<file path="src/rtl/dmem_arbiter_if.sv">
// Port bundle between the two requesters, the arbiter and the data memory.
// master = requesters plus memory model side, slave = arbiter side.
interface dmem_arbiter_if;
  logic        REQ0;
  logic        REQ1;
  logic        WE0;
  logic        WE1;
  logic [31:0] ADDR0;
  logic [31:0] ADDR1;
  logic [31:0] WDATA0;
  logic [31:0] WDATA1;
  logic [2:0]  SIZE0;
  logic [2:0]  SIZE1;
  logic        GNT0;
  logic        GNT1;
  logic        RVALID0;
  logic        RVALID1;
  logic [31:0] RDATA0;
  logic [31:0] RDATA1;
  logic        ERR0;
  logic        ERR1;
  logic        MEM_WE;
  logic [31:0] MEM_ADDR;
  logic [31:0] MEM_WDATA;
  logic [2:0]  MEM_SIZE;
  logic [31:0] MEM_RDATA;

  modport master (
    output REQ0, REQ1, WE0, WE1, ADDR0, ADDR1, WDATA0, WDATA1, SIZE0, SIZE1, MEM_RDATA,
    input  GNT0, GNT1, RVALID0, RVALID1, RDATA0, RDATA1, ERR0, ERR1,
           MEM_WE, MEM_ADDR, MEM_WDATA, MEM_SIZE
  );

  modport slave (
    input  REQ0, REQ1, WE0, WE1, ADDR0, ADDR1, WDATA0, WDATA1, SIZE0, SIZE1, MEM_RDATA,
    output GNT0, GNT1, RVALID0, RVALID1, RDATA0, RDATA1, ERR0, ERR1,
           MEM_WE, MEM_ADDR, MEM_WDATA, MEM_SIZE
  );
endinterface

</file>
<file path="src/rtl/dmem_arbiter.sv">
// Two-port data-memory arbiter/checker: combinational grant, response 1 cycle later.
// No backpressure on responses; port 1 is forced through after MAX_WAIT refusals.
module dmem_arbiter #(
  parameter int MEMORY_SIZE = 64,
  parameter int MAX_WAIT    = 4
) (
  input logic           CLK,
  input logic           RESET_N,
  dmem_arbiter_if.slave bus
);
  localparam int            WW       = $clog2(MAX_WAIT + 1);
  localparam logic [WW-1:0] WCNT_MAX = WW'(MAX_WAIT);
  localparam logic [2:0]    SZ_WORD   = 3'b000;
  localparam logic [2:0]    SZ_BYTE   = 3'b001;
  localparam logic [2:0]    SZ_HALF   = 3'b010;
  localparam logic [2:0]    SZ_BYTE_U = 3'b011;
  localparam logic [2:0]    SZ_HALF_U = 3'b100;

  logic [WW-1:0] wcnt;
  logic          gnt0, gnt1, any_gnt;
  logic          sel_we, illegal;
  logic [31:0]   sel_addr, sel_wdata, resp_data;
  logic [2:0]    sel_size;
  logic [32:0]   nbytes;
  logic          rvalid0_q, rvalid1_q, err0_q, err1_q;
  logic [31:0]   rdata0_q, rdata1_q;

  always_comb begin
    gnt0 = 1'b0;
    gnt1 = 1'b0;
    if (RESET_N) begin
      if (bus.REQ0 && bus.REQ1) begin
        gnt1 = (wcnt == WCNT_MAX);
        gnt0 = !gnt1;
      end else begin
        gnt0 = bus.REQ0;
        gnt1 = bus.REQ1;
      end
    end
  end

  assign any_gnt   = gnt0 | gnt1;
  assign sel_we    = gnt1 ? bus.WE1    : bus.WE0;
  assign sel_addr  = gnt1 ? bus.ADDR1  : bus.ADDR0;
  assign sel_wdata = gnt1 ? bus.WDATA1 : bus.WDATA0;
  assign sel_size  = gnt1 ? bus.SIZE1  : bus.SIZE0;

  // Range check is done at 33 bits so addresses near 2^32 cannot wrap into range.
  always_comb begin
    nbytes  = 33'd0;
    illegal = 1'b0;
    case (sel_size)
      SZ_WORD: begin
        nbytes  = 33'd4;
        illegal = (sel_addr[1:0] != 2'b00);
      end
      SZ_BYTE, SZ_BYTE_U: nbytes = 33'd1;
      SZ_HALF, SZ_HALF_U: begin
        nbytes  = 33'd2;
        illegal = sel_addr[0];
      end
      default: illegal = 1'b1;
    endcase
    if (sel_we && (sel_size == SZ_BYTE_U || sel_size == SZ_HALF_U))
      illegal = 1'b1;
    if (({1'b0, sel_addr} + nbytes) > 33'(MEMORY_SIZE))
      illegal = 1'b1;
  end

  assign resp_data = (!sel_we && !illegal) ? bus.MEM_RDATA : 32'd0;

  always_ff @(posedge CLK) begin
    if (!RESET_N) begin
      wcnt      <= '0;
      rvalid0_q <= 1'b0;
      rvalid1_q <= 1'b0;
      err0_q    <= 1'b0;
      err1_q    <= 1'b0;
      rdata0_q  <= 32'd0;
      rdata1_q  <= 32'd0;
    end else begin
      rvalid0_q <= gnt0;
      rvalid1_q <= gnt1;
      if (gnt0) begin
        err0_q   <= illegal;
        rdata0_q <= resp_data;
      end
      if (gnt1) begin
        err1_q   <= illegal;
        rdata1_q <= resp_data;
      end
      if (bus.REQ1 && !gnt1)
        wcnt <= (wcnt == WCNT_MAX) ? wcnt : wcnt + WW'(1);
      else
        wcnt <= '0;
    end
  end

  assign bus.GNT0      = gnt0;
  assign bus.GNT1      = gnt1;
  assign bus.MEM_WE    = any_gnt & sel_we & !illegal;
  assign bus.MEM_ADDR  = sel_addr;
  assign bus.MEM_WDATA = sel_wdata;
  assign bus.MEM_SIZE  = sel_size;
  // Reset in the response cycle squashes the strobe immediately.
  assign bus.RVALID0   = rvalid0_q & RESET_N;
  assign bus.RVALID1   = rvalid1_q & RESET_N;
  assign bus.ERR0      = err0_q;
  assign bus.ERR1      = err1_q;
  assign bus.RDATA0    = rdata0_q;
  assign bus.RDATA1    = rdata1_q;
endmodule

</file>
<file path="src/flat_wrapper.sv">
// flat-port wrapper written by rule: the top's interface ports become plain ports
module dmem_arbiter_flat 
#(
  parameter int MEMORY_SIZE = 64,
  parameter int MAX_WAIT    = 4
)
  (CLK, RESET_N, bus_REQ0, bus_REQ1, bus_WE0, bus_WE1, bus_ADDR0, bus_ADDR1, bus_WDATA0, bus_WDATA1, bus_SIZE0, bus_SIZE1, bus_MEM_RDATA, bus_GNT0, bus_GNT1, bus_RVALID0, bus_RVALID1, bus_RDATA0, bus_RDATA1, bus_ERR0, bus_ERR1, bus_MEM_WE, bus_MEM_ADDR, bus_MEM_WDATA, bus_MEM_SIZE);
  dmem_arbiter_if bus_i ();
  input logic CLK;
  input logic RESET_N;
  input wire logic [$bits(bus_i.REQ0)-1:0] bus_REQ0;
  input wire logic [$bits(bus_i.REQ1)-1:0] bus_REQ1;
  input wire logic [$bits(bus_i.WE0)-1:0] bus_WE0;
  input wire logic [$bits(bus_i.WE1)-1:0] bus_WE1;
  input wire logic [$bits(bus_i.ADDR0)-1:0] bus_ADDR0;
  input wire logic [$bits(bus_i.ADDR1)-1:0] bus_ADDR1;
  input wire logic [$bits(bus_i.WDATA0)-1:0] bus_WDATA0;
  input wire logic [$bits(bus_i.WDATA1)-1:0] bus_WDATA1;
  input wire logic [$bits(bus_i.SIZE0)-1:0] bus_SIZE0;
  input wire logic [$bits(bus_i.SIZE1)-1:0] bus_SIZE1;
  input wire logic [$bits(bus_i.MEM_RDATA)-1:0] bus_MEM_RDATA;
  output wire logic [$bits(bus_i.GNT0)-1:0] bus_GNT0;
  output wire logic [$bits(bus_i.GNT1)-1:0] bus_GNT1;
  output wire logic [$bits(bus_i.RVALID0)-1:0] bus_RVALID0;
  output wire logic [$bits(bus_i.RVALID1)-1:0] bus_RVALID1;
  output wire logic [$bits(bus_i.RDATA0)-1:0] bus_RDATA0;
  output wire logic [$bits(bus_i.RDATA1)-1:0] bus_RDATA1;
  output wire logic [$bits(bus_i.ERR0)-1:0] bus_ERR0;
  output wire logic [$bits(bus_i.ERR1)-1:0] bus_ERR1;
  output wire logic [$bits(bus_i.MEM_WE)-1:0] bus_MEM_WE;
  output wire logic [$bits(bus_i.MEM_ADDR)-1:0] bus_MEM_ADDR;
  output wire logic [$bits(bus_i.MEM_WDATA)-1:0] bus_MEM_WDATA;
  output wire logic [$bits(bus_i.MEM_SIZE)-1:0] bus_MEM_SIZE;
  assign bus_i.REQ0 = bus_REQ0;
  assign bus_i.REQ1 = bus_REQ1;
  assign bus_i.WE0 = bus_WE0;
  assign bus_i.WE1 = bus_WE1;
  assign bus_i.ADDR0 = bus_ADDR0;
  assign bus_i.ADDR1 = bus_ADDR1;
  assign bus_i.WDATA0 = bus_WDATA0;
  assign bus_i.WDATA1 = bus_WDATA1;
  assign bus_i.SIZE0 = bus_SIZE0;
  assign bus_i.SIZE1 = bus_SIZE1;
  assign bus_i.MEM_RDATA = bus_MEM_RDATA;
  assign bus_GNT0 = bus_i.GNT0;
  assign bus_GNT1 = bus_i.GNT1;
  assign bus_RVALID0 = bus_i.RVALID0;
  assign bus_RVALID1 = bus_i.RVALID1;
  assign bus_RDATA0 = bus_i.RDATA0;
  assign bus_RDATA1 = bus_i.RDATA1;
  assign bus_ERR0 = bus_i.ERR0;
  assign bus_ERR1 = bus_i.ERR1;
  assign bus_MEM_WE = bus_i.MEM_WE;
  assign bus_MEM_ADDR = bus_i.MEM_ADDR;
  assign bus_MEM_WDATA = bus_i.MEM_WDATA;
  assign bus_MEM_SIZE = bus_i.MEM_SIZE;
  dmem_arbiter #(.MEMORY_SIZE(MEMORY_SIZE), .MAX_WAIT(MAX_WAIT)) u_core (.CLK(CLK), .RESET_N(RESET_N), .bus(bus_i));
endmodule
</file>
<file path="config.mk">
export PLATFORM = sky130hd
export DESIGN_NAME = dmem_arbiter_flat
export DESIGN_NICKNAME = d
export VERILOG_FILES = /design/src/rtl/dmem_arbiter_if.sv /design/src/rtl/dmem_arbiter.sv /design/src/flat_wrapper.sv
export SDC_FILE = /design/constraint.sdc
export NUM_CORES = 1
export LEC_CHECK = 0
export CORE_AREA = 2 2 119 121
export DETAILED_ROUTE_END_ITERATION = 12
export DIE_AREA = 0 0 121 123
export PLACE_DENSITY = 0.78
export SLEW_MARGIN = 5
export SYNTH_ARGS = -nofsm -noshare
export SYNTH_HDL_FRONTEND = slang
export SYNTH_SLANG_ARGS = --single-unit
export TNS_END_PERCENT = 5
</file>
<file path="constraint.sdc">
create_clock -name CLK -period 11.9 [get_ports CLK]
set_clock_uncertainty 0.1 [all_clocks]
set_input_delay 2.38 -clock CLK [delete_from_list [all_inputs] [get_ports CLK]]
set_output_delay 2.38 -clock CLK [all_outputs]
set_load 0.01 [all_outputs]
</file>
==> metrics.csv, run 1 <==
metric;value;unit
RR Endpoint;u_core.bus.RDATA1[10];
Syn-to-layout area delta;65.4;%
Total Routing Usage GR;0.290;
period utilization;0.906;
setup bufs post-CTS;0;
Design Area, Final;8710;µm²
first-pass GRT wire length;34.3;mm
VDD IR max;0.0000758;V
ant diodes;0;
post-synthesis sequential area ratio;0.270;
required time of the critical path;9.42;ns
setup ws final;1.12;ns
final setup violation count;0;
clock-pin slew on the worst setup and hold paths;0.06;ns
post-route ant nets;0;
post-synthesis net count;947;
largest net degree at the start of global routing;67;
actual slew at the worst max-slew pin;0.667;ns
R2R Setup Slk;6.32;ns
pwr dens;81.9;nW/µm²
FF-to-FF path depth;19;
worst endpoint data arrival time;8.30;ns
# nets final;1228;
CTS H-tree depth;3;
Max Fclk;92.8;MHz
share of layout cells above drive strength 1;0.0512;
TritonCTS clock tree;done;
fin cells;1235;
number of library cell types mapped by synthesis;67;
die width;121;µm
cts hold-fix bufs;0;
routability congestion estimate;0.960;
die height;123;µm
async set-or-reset flop fraction in the synthesized netlist;0;
CTS sink cnt;71;
Synth Register Bits;71;
Initial DRT Pass Iterations;5;
Fin Setup TNS;0;ns
RSZ-0062 raised after global routing;no;
Via density;5.39;
worst-skew pair later-pin latency;0.32;ns
Crit. End Element;primary output;
startpoint types;input port;
Critical path origin;RESET_N;
FF-to-FF Start;u_core.wcnt[0];
largest area contributor in the netlist;dfxtp_1;
Fill cells;1255;
Vias;6661;
Hold Vio Cnt, Final;0;
Inst Count DP;1219;
Period minus WS final;10.78;ns
Netlist Area Pre-Place;5260;µm²
Avg Cell Area, Syn;6.84;µm²
# DRC;0;
DRT iter0 DRCs;712;
worst hold path type;reg2reg;
Inserted Clock Buffers;9;
clk root buf;clkbuf_16;
status;finished, final reports clean;
Util after Layout;0.640;
Slew Viols, Final;0;
initial core utilization;0.387;
number of flops mapped to enable cells by yosys;0;
Worst Setup EP;bus_MEM_WE;
maximum fanout along the worst path;45;
Max-Cap Viols;0;
I/O Buffers;309;
WL/cell;18.1;µm
PostCTS Resize Cnt;0;
Synth Instances;769;
initial antenna violation count;1;
DP Area;8400;µm²
yosys warns;0;
vias in the first global route;6314;
slew margin rel.;0.555;
area share of the largest cell type after synthesis;0.270;
P_leak;0.00327;µW
core area;13600;µm²
full die area;14900;µm²
Longest Clk Path Bufs;2;
Post-DP HPWL;17.3;mm
I/O pin count;310;
final wirelength;22.4;mm
dominant synthesized flop cell;dfxtp_1;
top cells by area, synth;dfxtp_1 (27%), nand2_1 (21%), o21ai_0 (5.2%);
DP Worst Slack;1.28;ns
Setup CP Type;in2out;
total grt overflow;0;
row count;43;
[cell usage after synthesis (3+ instances only)]
cell type / number
nand2_1: 288
o21ai_1: 30
and3_1: 13
o31a_1: 3
nor4b_1: 4
a211oi_1: 4
nor4_1: 10
a21o_1: 3
nor2_1: 15
xor2_1: 10
and2_1: 13
nor3b_1: 3
buf_4: 5
o21ai_0: 55
o2bb2ai_1: 3
a31oi_1: 5
o221ai_1: 3
buf_2: 5
a32oi_1: 5
o2111ai_1: 7
nor2b_1: 3
nand4_1: 20
o211ai_1: 7
inv_1: 17
xnor2_1: 14
nand2b_1: 3
and4_1: 14
nor4_2: 3
clkbuf_1: 27
nand3_1: 20
mux2_2: 14
buf_6: 7
nor3_1: 6
ha_1: 5
a21oi_1: 8
dfxtp_1: 71
mux2i_1: 11
[worst max-delay path, stage by stage]
cell	delay [ns]
clkdlybuf4s50_1	0.71
and2_1	0.62
nand2_4	0.18
inv_2	0.55
nand2_1	0.11
nand2_1	0.10
ha_1	0.17
inv_1	0.06
fa_1	0.39
nor2b_1	0.46
nor2_1	0.22
nor4_1	0.50
o211ai_1	0.18
xor2_1	0.15
nor4bb_1	0.33
nand4_1	0.29
nor3_4	0.23
clkdlybuf4s50_1	0.65
[per-layer routing]
metal	routed length, µm	track usage
met3	1920	0.0724
met2	10800	0.496
met4	504	0.0705
met5	11	0
met1	9120	0.365
[per-stage QoR]
step           power (µW)  hold WS (ns)
6_report              713         0.341
5_1_grt               744         0.357
4_1_cts               716         0.344
3_5_place_dp          446         0.337
3_3_place_gp          446         0.331
2_1_floorplan         323         0.369
[area by class of cell]
cell class                 instances  area (µm²)  area share
timing repair buffer             317        3150       0.362
multi-input combinational        634        3540       0.406
sequential                        71        1420       0.163
clock buffer                      10         239      0.0275
inverter                          17        63.8     0.00733
tap                              180         225      0.0259
clock inverter                     6        67.6     0.00776
[sequential cells by signal, summed over array words and instances (netlist names)]
name	flops
u_core.wcnt	3
u_core.rvalid0_q	1
u_core.bus.RDATA1	32
u_core.bus.ERR1	1
u_core.rvalid1_q	1
u_core.bus.ERR0	1
u_core.bus.RDATA0	32
[kinds of logic (layout without fill, tap and decap cells)]
group / count (synthesis) / after routing / synth area share
multiplexers: 25 / 25 / 0.0509
AO/OA/AOI/OAI: 155 / 155 / 0.193
AND/OR/NAND/NOR: 424 / 424 / 0.370
adder cells (fa/ha/maj): 6 / 6 / 0.0157
flip-flops: 71 / 71 / 0.270
buffers and inverters: 64 / 350 / 0.0606
XOR/XNOR: 24 / 24 / 0.0399
[worst min-delay path by stage]
stage	from	endpoint	slack (ns)	depth (start not counted)
after floorplan	u_core.bus.RDATA0[0]	u_core.bus.RDATA0[0]	0.37	2
after global routing	u_core.bus.RDATA0[6]	u_core.bus.RDATA0[6]	0.36	2
after detailed placement	u_core.bus.RDATA0[14]	u_core.bus.RDATA0[14]	0.34	2
after CTS	u_core.bus.RDATA0[14]	u_core.bus.RDATA0[14]	0.34	2
after global placement	u_core.bus.RDATA0[4]	u_core.bus.RDATA0[4]	0.33	2
final	u_core.bus.RDATA0[13]	u_core.bus.RDATA0[13]	0.34	2
[cells in the final DEF (no fill, tap or decap), types with 4 or more instances in the layout]
cell / Yosys / final
xnor2_1: 14 / 14
clkdlybuf4s50_1: 0 / 309
o21ai_0: 55 / 55
o2111ai_1: 7 / 7
a31oi_1: 5 / 5
nand4_1: 20 / 20
nor4b_1: 4 / 4
and4_1: 14 / 14
nor4_1: 10 / 10
and3_1: 13 / 13
nor2_1: 15 / 14
inv_1: 17 / 16
a32oi_1: 5 / 5
o21ai_1: 30 / 30
buf_4: 5 / 8
nand3_1: 20 / 20
o211ai_1: 7 / 7
nand2_1: 288 / 287
xor2_1: 10 / 10
ha_1: 5 / 5
nor3_1: 6 / 6
dfxtp_1: 71 / 71
a211oi_1: 4 / 4
mux2_2: 14 / 14
and2_1: 13 / 13
mux2i_1: 11 / 11
clkbuf_16: 0 / 9
a21oi_1: 8 / 8
[power breakdown]
part,leakage [µW],internal (µW),switching (µW),total (µW)
Sequential,0.000573,239,0.473,239
Clock,0.000145,169,101,270
Combinational,0.00256,109,95.5,204
Total,0.00327,516,197,713
No activity file was read; power rests on OpenSTA's default activity.
==> run 2, diff against run 1 <==
CORE_AREA = default   (was 2 2 119 121)
CORE_MARGIN = 5   (was default)
CORE_UTILIZATION = 39   (was default)
DIE_AREA = default   (was 0 0 121 123)
PLACE_DENSITY = 0.79   (was 0.78)
clock period = 12.2 ns   (was 11.9 ns; I/O delays follow)
==> run 2 against run 1 <==
  * Utilization grew 1.8 points
  * Largest cell class unchanged
  * Sequential share of layout area is essentially flat
  * Routed wire length grew 1.1%
  * Critical path depth shrank 1
  * Highest routed layer is now met4
==> metrics.csv, run 2 (synthesized netlist as in run 1, its figures left out) <==
metric;value;unit;change
status;finished, final reports clean;;
Design Area, Final;8710;µm²;about the same
total grt overflow;0;;unchanged
final setup violation count;0;;unchanged
vias in the first global route;6359;;+0.71%
Post-DP HPWL;18.0;mm;+3.6%
Max-Cap Viols;0;;unchanged
initial antenna violation count;0;;-1
CTS sink cnt;71;;unchanged
worst hold path type;reg2reg;;
maximum fanout along the worst path;33;;-27%
full die area;15900;µm²;+7.0%
P_leak;0.00328;µW;+0.12%
period utilization;0.913;;
VDD IR max;0.0000753;V;-0.64%
largest net degree at the start of global routing;67;;unchanged
Vias;6649;;-0.18%
clk root buf;clkbuf_16;;
cts hold-fix bufs;0;;unchanged
row count;42;;-2.3%
PostCTS Resize Cnt;0;;unchanged
worst endpoint data arrival time;8.59;ns;+0.29 ns
Setup CP Type;in2out;;
Max Fclk;89.8;MHz;
final hold slack;0.342;ns;+0.000513 ns
worst-skew pair later-pin latency;0.32;ns;about the same
actual slew at the worst max-slew pin;0.643;ns;-0.0236 ns
commonest non-fill, non-tap cell in the layout;clkdlybuf4s50_1;;
ant diodes;0;;unchanged
die height;126;µm;+2.6%
Initial DRT Pass Iterations;5;;unchanged
TritonCTS clock tree;done;;
Inst Count DP;1214;;-0.41%
CTS H-tree depth;3;;unchanged
share of layout cells above drive strength 1;0.0493;;-0.00185
Slew Viols, Final;0;;unchanged
RSZ-0062 raised after global routing;no;;
DP Area;8390;µm²;-0.15%
Period minus WS final;11.13;ns;
# DRC;0;;unchanged
Crit. End Element;primary output;;
clock-pin slew on the worst setup and hold paths;0.06;ns;about the same
I/O Buffers;309;;unchanged
pwr dens;81.8;nW/µm²;-0.15%
DRT iter0 DRCs;712;;unchanged
core area;13200;µm²;-2.7%
Inserted Clock Buffers;9;;unchanged
initial core utilization;0.397;;+0.0108
slew margin rel.;0.571;;+0.0164
Hold Vio Cnt, Final;0;;unchanged
startpoint types;input port;;
die width;126;µm;+4.3%
required time of the critical path;9.66;ns;+0.24 ns
post-route ant nets;0;;unchanged
Fin Setup TNS;0;ns;unchanged
setup bufs post-CTS;0;;unchanged
fin cells;1230;;-0.40%
Util after Layout;0.658;;+0.0181
first-pass GRT wire length;35.1;mm;+2.4%
Syn-to-layout area delta;65.5;%;about the same
highest-count cells in the layout ignoring fill and taps;clkdlybuf4s50_1 (309), nand2_1 (287), dfxtp_1 (71), o21ai_0 (55), o21ai_1 (30);;
final wirelength;22.6;mm;+1.1%
# nets final;1227;;-0.081%
Total Routing Usage GR;0.270;;-0.0194
WL/cell;18.4;µm;+1.5%
routability congestion estimate;0.954;;-0.65%
I/O pin count;310;;unchanged
Via density;5.41;;+0.23%
Longest Clk Path Bufs;2;;unchanged
run 2: stage by stage:
stage	total power (µW)	setup slack (ns)
5_1_grt	740	0.611
3_5_place_dp	434	1.21
2_1_floorplan	315	2.85
3_3_place_gp	434	1.33
4_1_cts	717	1.17
6_report	713	1.07
run 2: power by group:
part           internal (µW)  switching (µW)  leakage, µW  total [µW]
clock                    180             101     0.000153         281
combinational            106            92.0      0.00255         198
sequential               233           0.414     0.000573         233
run 2: critical path, cell delays in order:
cell and delay, ns:
clkdlybuf4s50_1 0.73, and2_1 0.61, nand2_4 0.40, inv_2 0.55
buf_4 0.36, nand2_1 0.08, nand2_1 0.08, ha_1 0.29
a21oi_2 0.32, nand2_1 0.27, a32oi_1 0.52, o2111ai_1 0.19
a31o_1 0.24, nor4_1 0.31, nand4_1 0.29, nor3_4 0.24
clkdlybuf4s50_1 0.63
run 2: path summary, 6_finish.rpt:
| check | startpoint | to | slack (ns) | depth (start not counted) |
|---|---|---|---|---|
| hold reg to reg | u_core.bus.RDATA0[17] | u_core.bus.RDATA0[17] | 0.34 | 2 |
| hold / removal | u_core.bus.RDATA0[17] | u_core.bus.RDATA0[17] | 0.34 | 2 |
| setup / recovery | RESET_N | bus_MEM_WE | 1.07 | 17 |
| setup reg to reg | u_core.wcnt[0] | u_core.bus.RDATA1[22] | 6.43 | 17 |
run 2: cell type report:
class	instances	area, µm²
clock buffer	10	229
clock inverter	6	93.8
fill	1200	4530
inverter	17	63.8
multi-input combinational	634	3540
sequential	71	1420
tap	176	220
timing repair buffer	316	3150
run 2: per-layer routing:
| layer | GRT usage | vias to the layer above | share of wire |
|---|---|---|---|
| met5 | 0 | - | 0 |
| met4 | 0.0700 | 0 | 0.022 |
| met3 | 0.0597 | 36 | 0.077 |
| met2 | 0.485 | 342 | 0.50 |
| met1 | 0.326 | 3007 | 0.40 |
| li1 | - | 3264 | - |
==> variant 1: new RTL, flow settings as in run 2 <==
Make the reset (`RESET_N`) asynchronous in one clocked block.
--- a/src/rtl/dmem_arbiter.sv
+++ b/src/rtl/dmem_arbiter.sv
@@ -69,7 +69,7 @@
 
   assign resp_data = (!sel_we && !illegal) ? bus.MEM_RDATA : 32'd0;
 
-  always_ff @(posedge CLK) begin
+  always_ff @(posedge CLK or negedge RESET_N) begin
     if (!RESET_N) begin
       wcnt      <= '0;
       rvalid0_q <= 1'b0;
Function: differs if RESET_N is asserted again (counterexample within 4 cycles, from zero or initial values and one cycle with RESET_N low); with RESET_N held inactive, the same outputs for 10 cycles.
==> variant 1 against run 2 <==
Via count down 7.8%. Critical endpoint unchanged. Non-clock buffer count unchanged. Sequential cell count unchanged. Sequential share of layout area up 4.3 points. Die area down 1.1%. Largest cell class is now non-clock buffers. Synthesized area down 1.2%. Worst setup slack better by 0.29 ns. Total power down 2.9%. Design area down 0.83%. Highest routed layer unchanged. Wire length down 4.3%.
==> variant 1: results (changes against run 2) <==
| Quantity | This run | Unit | Delta |
|---|---|---|---|
| Result of the run | completed | - | unchanged |
| Clock buffers created by TritonCTS | 9 | - | unchanged |
| Met3 usage | 7.46 | % | was 5.97% |
| Xor-xnor portion of the synthesized cell area | 2.53 | % | was 3.99% |
| Filler Cell Count | 1,102 | - | was 1,200 |
| Synthesized-area fraction occupied by ao, oa, aoi and oai cells | 23.1 | % | was 19.3% |
| First-pass iteration count of the detailed router | 6 | - | was 5 |
| Post-route fraction of the period consumed by the critical path | 88.9 | % | was 91.3% |
| Number of cells produced by synthesis | 618 | - | was 769 |
| Cells on Worst Hold Path | 1 | - | was 2 |
| Global-route usage over all layers | 26.1 | % | was 27.0% |
| Internal power | 507 | µW | was 519 µW |
| Placement-stage worst setup slack | 1.38 | ns | was 1.21 ns |
| Overall routed net length | 21.6 | mm | was 22.6 mm |
| Reg-to-Reg End | u_core.bus.RDATA0[0] | - | was u_core.bus.RDATA1[22] |
| Routed metal-1 wirelength | 9.07 | mm | was 9.00 mm |
| Setup slack on the worst flop-to-flop path | 6.55 | ns | was 6.43 ns |
| Global-route wire length before repair | 33.1 | mm | was 35.1 mm |
| Signal arrival time at the worst endpoint | 8.30 | ns | was 8.59 ns |
| Hold wc startpoint | u_core.bus.RDATA1[23] | - | was u_core.bus.RDATA0[17] |
| Routability cong. | 0.960 | - | was 0.954 |
| Routed wl met3 | 2.12 | mm | was 1.73 mm |
| Routed length on met2 | 9.83 | mm | was 11.4 mm |
| Number of global-route vias before repair | 5,811 | - | was 6,359 |
| Main area contributors after synthesis | dfrtp_1, nand2_1, a22o_1 | - | was dfxtp_1, nand2_1, o21ai_0 |
| Worst reg2reg path depth | 19 | - | was 17 |
| GRT met1 Usage | 34.7 | % | was 32.6% |
| Total Nets Final | 1,085 | - | was 1,227 |
| Synth cell count leaders | nand2_1, dfrtp_1, a22o_1 | - | was nand2_1, dfxtp_1, o21ai_0 |
| Max IR drop VDD | 75.7 | µV | was 75.3 µV |
| CTS Root Buffer Type | clkbuf_16 | - | unchanged |
| Dpl hpwl | 16.4 | mm | was 18.0 mm |
| Pin count of the biggest net entering global routing | 79 | - | was 67 |
| Number of antenna violations at the first check in global routing | 1 | - | was 0 |
| Fraction of layout instances using a drive strength above 1 | 5.82 | % | was 4.93% |
| Number of distinct library cells after synthesis | 76 | - | was 67 |
| Worst Hold End | u_core.bus.RDATA1[23] | - | was u_core.bus.RDATA0[17] |
| Startpoint of the most critical setup path | bus_REQ1 | - | was RESET_N |
| Least-Margin Pin Slew | 0.923 | ns | was 0.643 ns |
| Final Hold Slack | 0.403 | ns | was 0.342 ns |
| Vias after detailed routing | 6,131 | - | was 6,649 |
| Synthesized-area fraction occupied by adder cells | 1.59 | % | was 1.57% |
| Static leakage power | 3.74 | nW | was 3.28 nW |
| Proportion of register bits with asynchronous set or reset after synthesis | 100 | % | was 0% |
| Area post-placement | 8340 | µm² | was 8390 µm² |
| Synthesized netlist net count | 796 | - | was 947 |
## variant 1: critical path, delay by kind of cell
family	cells	cell delay, ns
simple gates	10	2.69
buf+inv	4	1.91
fa+ha+maj	1	0.21
compound gates	2	0.65
mux	1	0.35
## variant 1: final cells by class
class                      count  area [µm²]  area share (%)
clock inverter                 3        42.5           0.493
clock buffer                  12         256            2.97
tap                          176         220            2.55
multi-input combinational    491        3130            36.2
sequential                    71        1780            20.6
inverter                      18        67.6           0.782
antenna                        1        2.50          0.0290
timing repair buffer         316        3140            36.4
## variant 1: kinds of logic after synthesis
family,after synthesis
compound gates,146
xor+xnor,15
fa+ha+maj,6
buf+inv,56
flops,71
mux,22
simple gates,302
## variant 1: power by group through the flow
stage / Clock [mW] / Sequential (mW) / Combinational (mW)
final: 0.262 / 0.237 / 0.193
after global routing: 0.273 / 0.237 / 0.206
after global placement: 0 / 0.241 / 0.191
after detailed placement: 0 / 0.241 / 0.191
after CTS: 0.265 / 0.237 / 0.192
after floorplan: 0 / 0.241 / 0.0708
==> variant 2: new RTL, flow settings as in run 2 <==
Made on the original files. `MAX_WAIT` is set to 4 in 2 places; all go to 8.
--- a/src/rtl/dmem_arbiter.sv
+++ b/src/rtl/dmem_arbiter.sv
@@ -2,7 +2,7 @@
 // No backpressure on responses; port 1 is forced through after MAX_WAIT refusals.
 module dmem_arbiter #(
   parameter int MEMORY_SIZE = 64,
-  parameter int MAX_WAIT    = 4
+  parameter int MAX_WAIT    = 8
 ) (
   input logic           CLK,
   input logic           RESET_N,
--- a/src/flat_wrapper.sv
+++ b/src/flat_wrapper.sv
@@ -2,7 +2,7 @@
 module dmem_arbiter_flat 
 #(
   parameter int MEMORY_SIZE = 64,
-  parameter int MAX_WAIT    = 4
+  parameter int MAX_WAIT    = 8
 )
   (CLK, RESET_N, bus_REQ0, bus_REQ1, bus_WE0, bus_WE1, bus_ADDR0, bus_ADDR1, bus_WDATA0, bus_WDATA1, bus_SIZE0, bus_SIZE1, bus_MEM_RDATA, bus_GNT0, bus_GNT1, bus_RVALID0, bus_RVALID1, bus_RDATA0, bus_RDATA1, bus_ERR0, bus_ERR1, bus_MEM_WE, bus_MEM_ADDR, bus_MEM_WDATA, bus_MEM_SIZE);
   dmem_arbiter_if bus_i ();
Formal check against the unedited RTL: not equivalent (Yosys sat finds a counterexample within 10 cycles, from zero or initial values and one cycle with RESET_N low).
==> variant 2 against run 2 <==
Total power up 0.68%. Clock power decreased by 1%. Synthesized area grew 8.1%. Hold slack better by 0.0041 ns. Register-to-register slack improved by 0.29 ns. Critical path depth increased by 2. Design area up 4.5%. Wire length grew 5.2%. Sequential cell count grew 1. Worst setup slack better by 0.87 ns.
==> variant 2: results (changes against run 2) <==
| Quantity | This run | Unit | Delta |
|---|---|---|---|
| Share of synthesized area occupied by flip-flops and latches | 25.3 | % | was 27.0% |
| Sw power | 211 | µW | was 193 µW |
| Routed metal-1 wirelength | 9.53 | mm | was 9.00 mm |
| Global-route usage over all layers | 26.3 | % | was 27.0% |
| Main area contributors after synthesis | dfxtp_1, nand2_1, nand4_1 | - | was dfxtp_1, nand2_1, o21ai_0 |
| Static leakage power | 3.51 | nW | was 3.28 nW |
| Setup slack on the worst flop-to-flop path | 6.72 | ns | was 6.43 ns |
| Routed wl met3 | 1.91 | mm | was 1.73 mm |
| Worst Path Max Fanout | 27 | - | was 33 |
| Routability cong. | 0.987 | - | was 0.954 |
| Overall routed net length | 23.8 | mm | was 22.6 mm |
| Synthesized netlist net count | 1,006 | - | was 947 |
| Number of ordinary inverters in the final layout | 30 | - | was 17 |
| Worst Hold End | u_core.bus.RDATA1[22] | - | was u_core.bus.RDATA0[17] |
| Final sequential cell count | 72 | - | was 71 |
| Filler Cell Count | 1,355 | - | was 1,200 |
| Total Nets Final | 1,267 | - | was 1,227 |
| Fraction of met2 tracks used by global routing | 44.4 | % | was 48.5% |
| Synthesized-area fraction occupied by ao, oa, aoi and oai cells | 13.9 | % | was 19.3% |
| Result of the run | completed | - | unchanged |
| Number of antenna repair diodes | 2 | - | was 0 |
| Met3 usage | 5.37 | % | was 5.97% |
| GRT met1 Usage | 33.3 | % | was 32.6% |
| Sequential cell area share | 15.8 | % | was 16.3% |
| Least-Margin Pin Slew | 0.932 | ns | was 0.643 ns |
| Xor-xnor portion of the synthesized cell area | 1.39 | % | was 3.99% |
| Number of distinct library cells after synthesis | 58 | - | was 67 |
| Top delay family on crit path | buffers and inverters | - | was simple AND/OR/NAND/NOR gates |
| Global-route wire length before repair | 36.1 | mm | was 35.1 mm |
| Worst reg2reg path depth | 16 | - | was 17 |
| Placement-stage worst setup slack | 1.99 | ns | was 1.21 ns |
| Hold wc startpoint | u_core.bus.RDATA1[22] | - | was u_core.bus.RDATA0[17] |
| Number of non-clock buffers | 320 | - | was 316 |
| Fraction of cell area in non-clock buffers | 34.9 | % | was 36.1% |
| Via density per instance | 5.61 | - | was 5.41 |
| Max IR drop VDD | 55.1 | µV | was 75.3 µV |
| Dpl hpwl | 17.7 | mm | was 18.0 mm |
| Mean Syn Cell Area | 6.87 | µm² | was 6.84 µm² |
| Synth cell count leaders | nand2_1, nand4_1, dfxtp_1 | - | was nand2_1, dfxtp_1, o21ai_0 |
| Pin count of the biggest net entering global routing | 83 | - | was 67 |
| Routed length on met2 | 11.9 | mm | was 11.4 mm |
| Fraction of layout instances using a drive strength above 1 | 4.75 | % | was 4.93% |
| Setup slack after layout | 1.94 | ns | was 1.07 ns |
==> variant 2: changes by cell type after synthesis, moves of 23 or more <==
cell,run 2,this run
mux2i_1,11,35
and3_1,13,38
nor3b_1,3,35
o21ai_0,55,32
nand2_1,288,219
nand4_1,20,77
==> variant 2: power by group through the flow <==
stage | logic, mW | registers, mW | clock network [mW]
finish | 0.203 | 0.237 | 0.277
global route | 0.217 | 0.237 | 0.292
CTS | 0.203 | 0.237 | 0.281
detailed placement | 0.201 | 0.242 | 0
global placement | 0.202 | 0.242 | 0
floorplan | 0.0826 | 0.242 | 0
==> variant 2: metrics by stage <==
step / utilization (%) / hold slack [ns] / instance area [µm²]
final: 63.1 / 0.346 / 9100
after global routing: 63.1 / 0.367 / 9100
after CTS: 63.1 / 0.350 / 9100
after detailed placement: 60.9 / 0.339 / 8790
after global placement: 60.9 / 0.332 / 8790
after floorplan: - / 0.330 / 5690
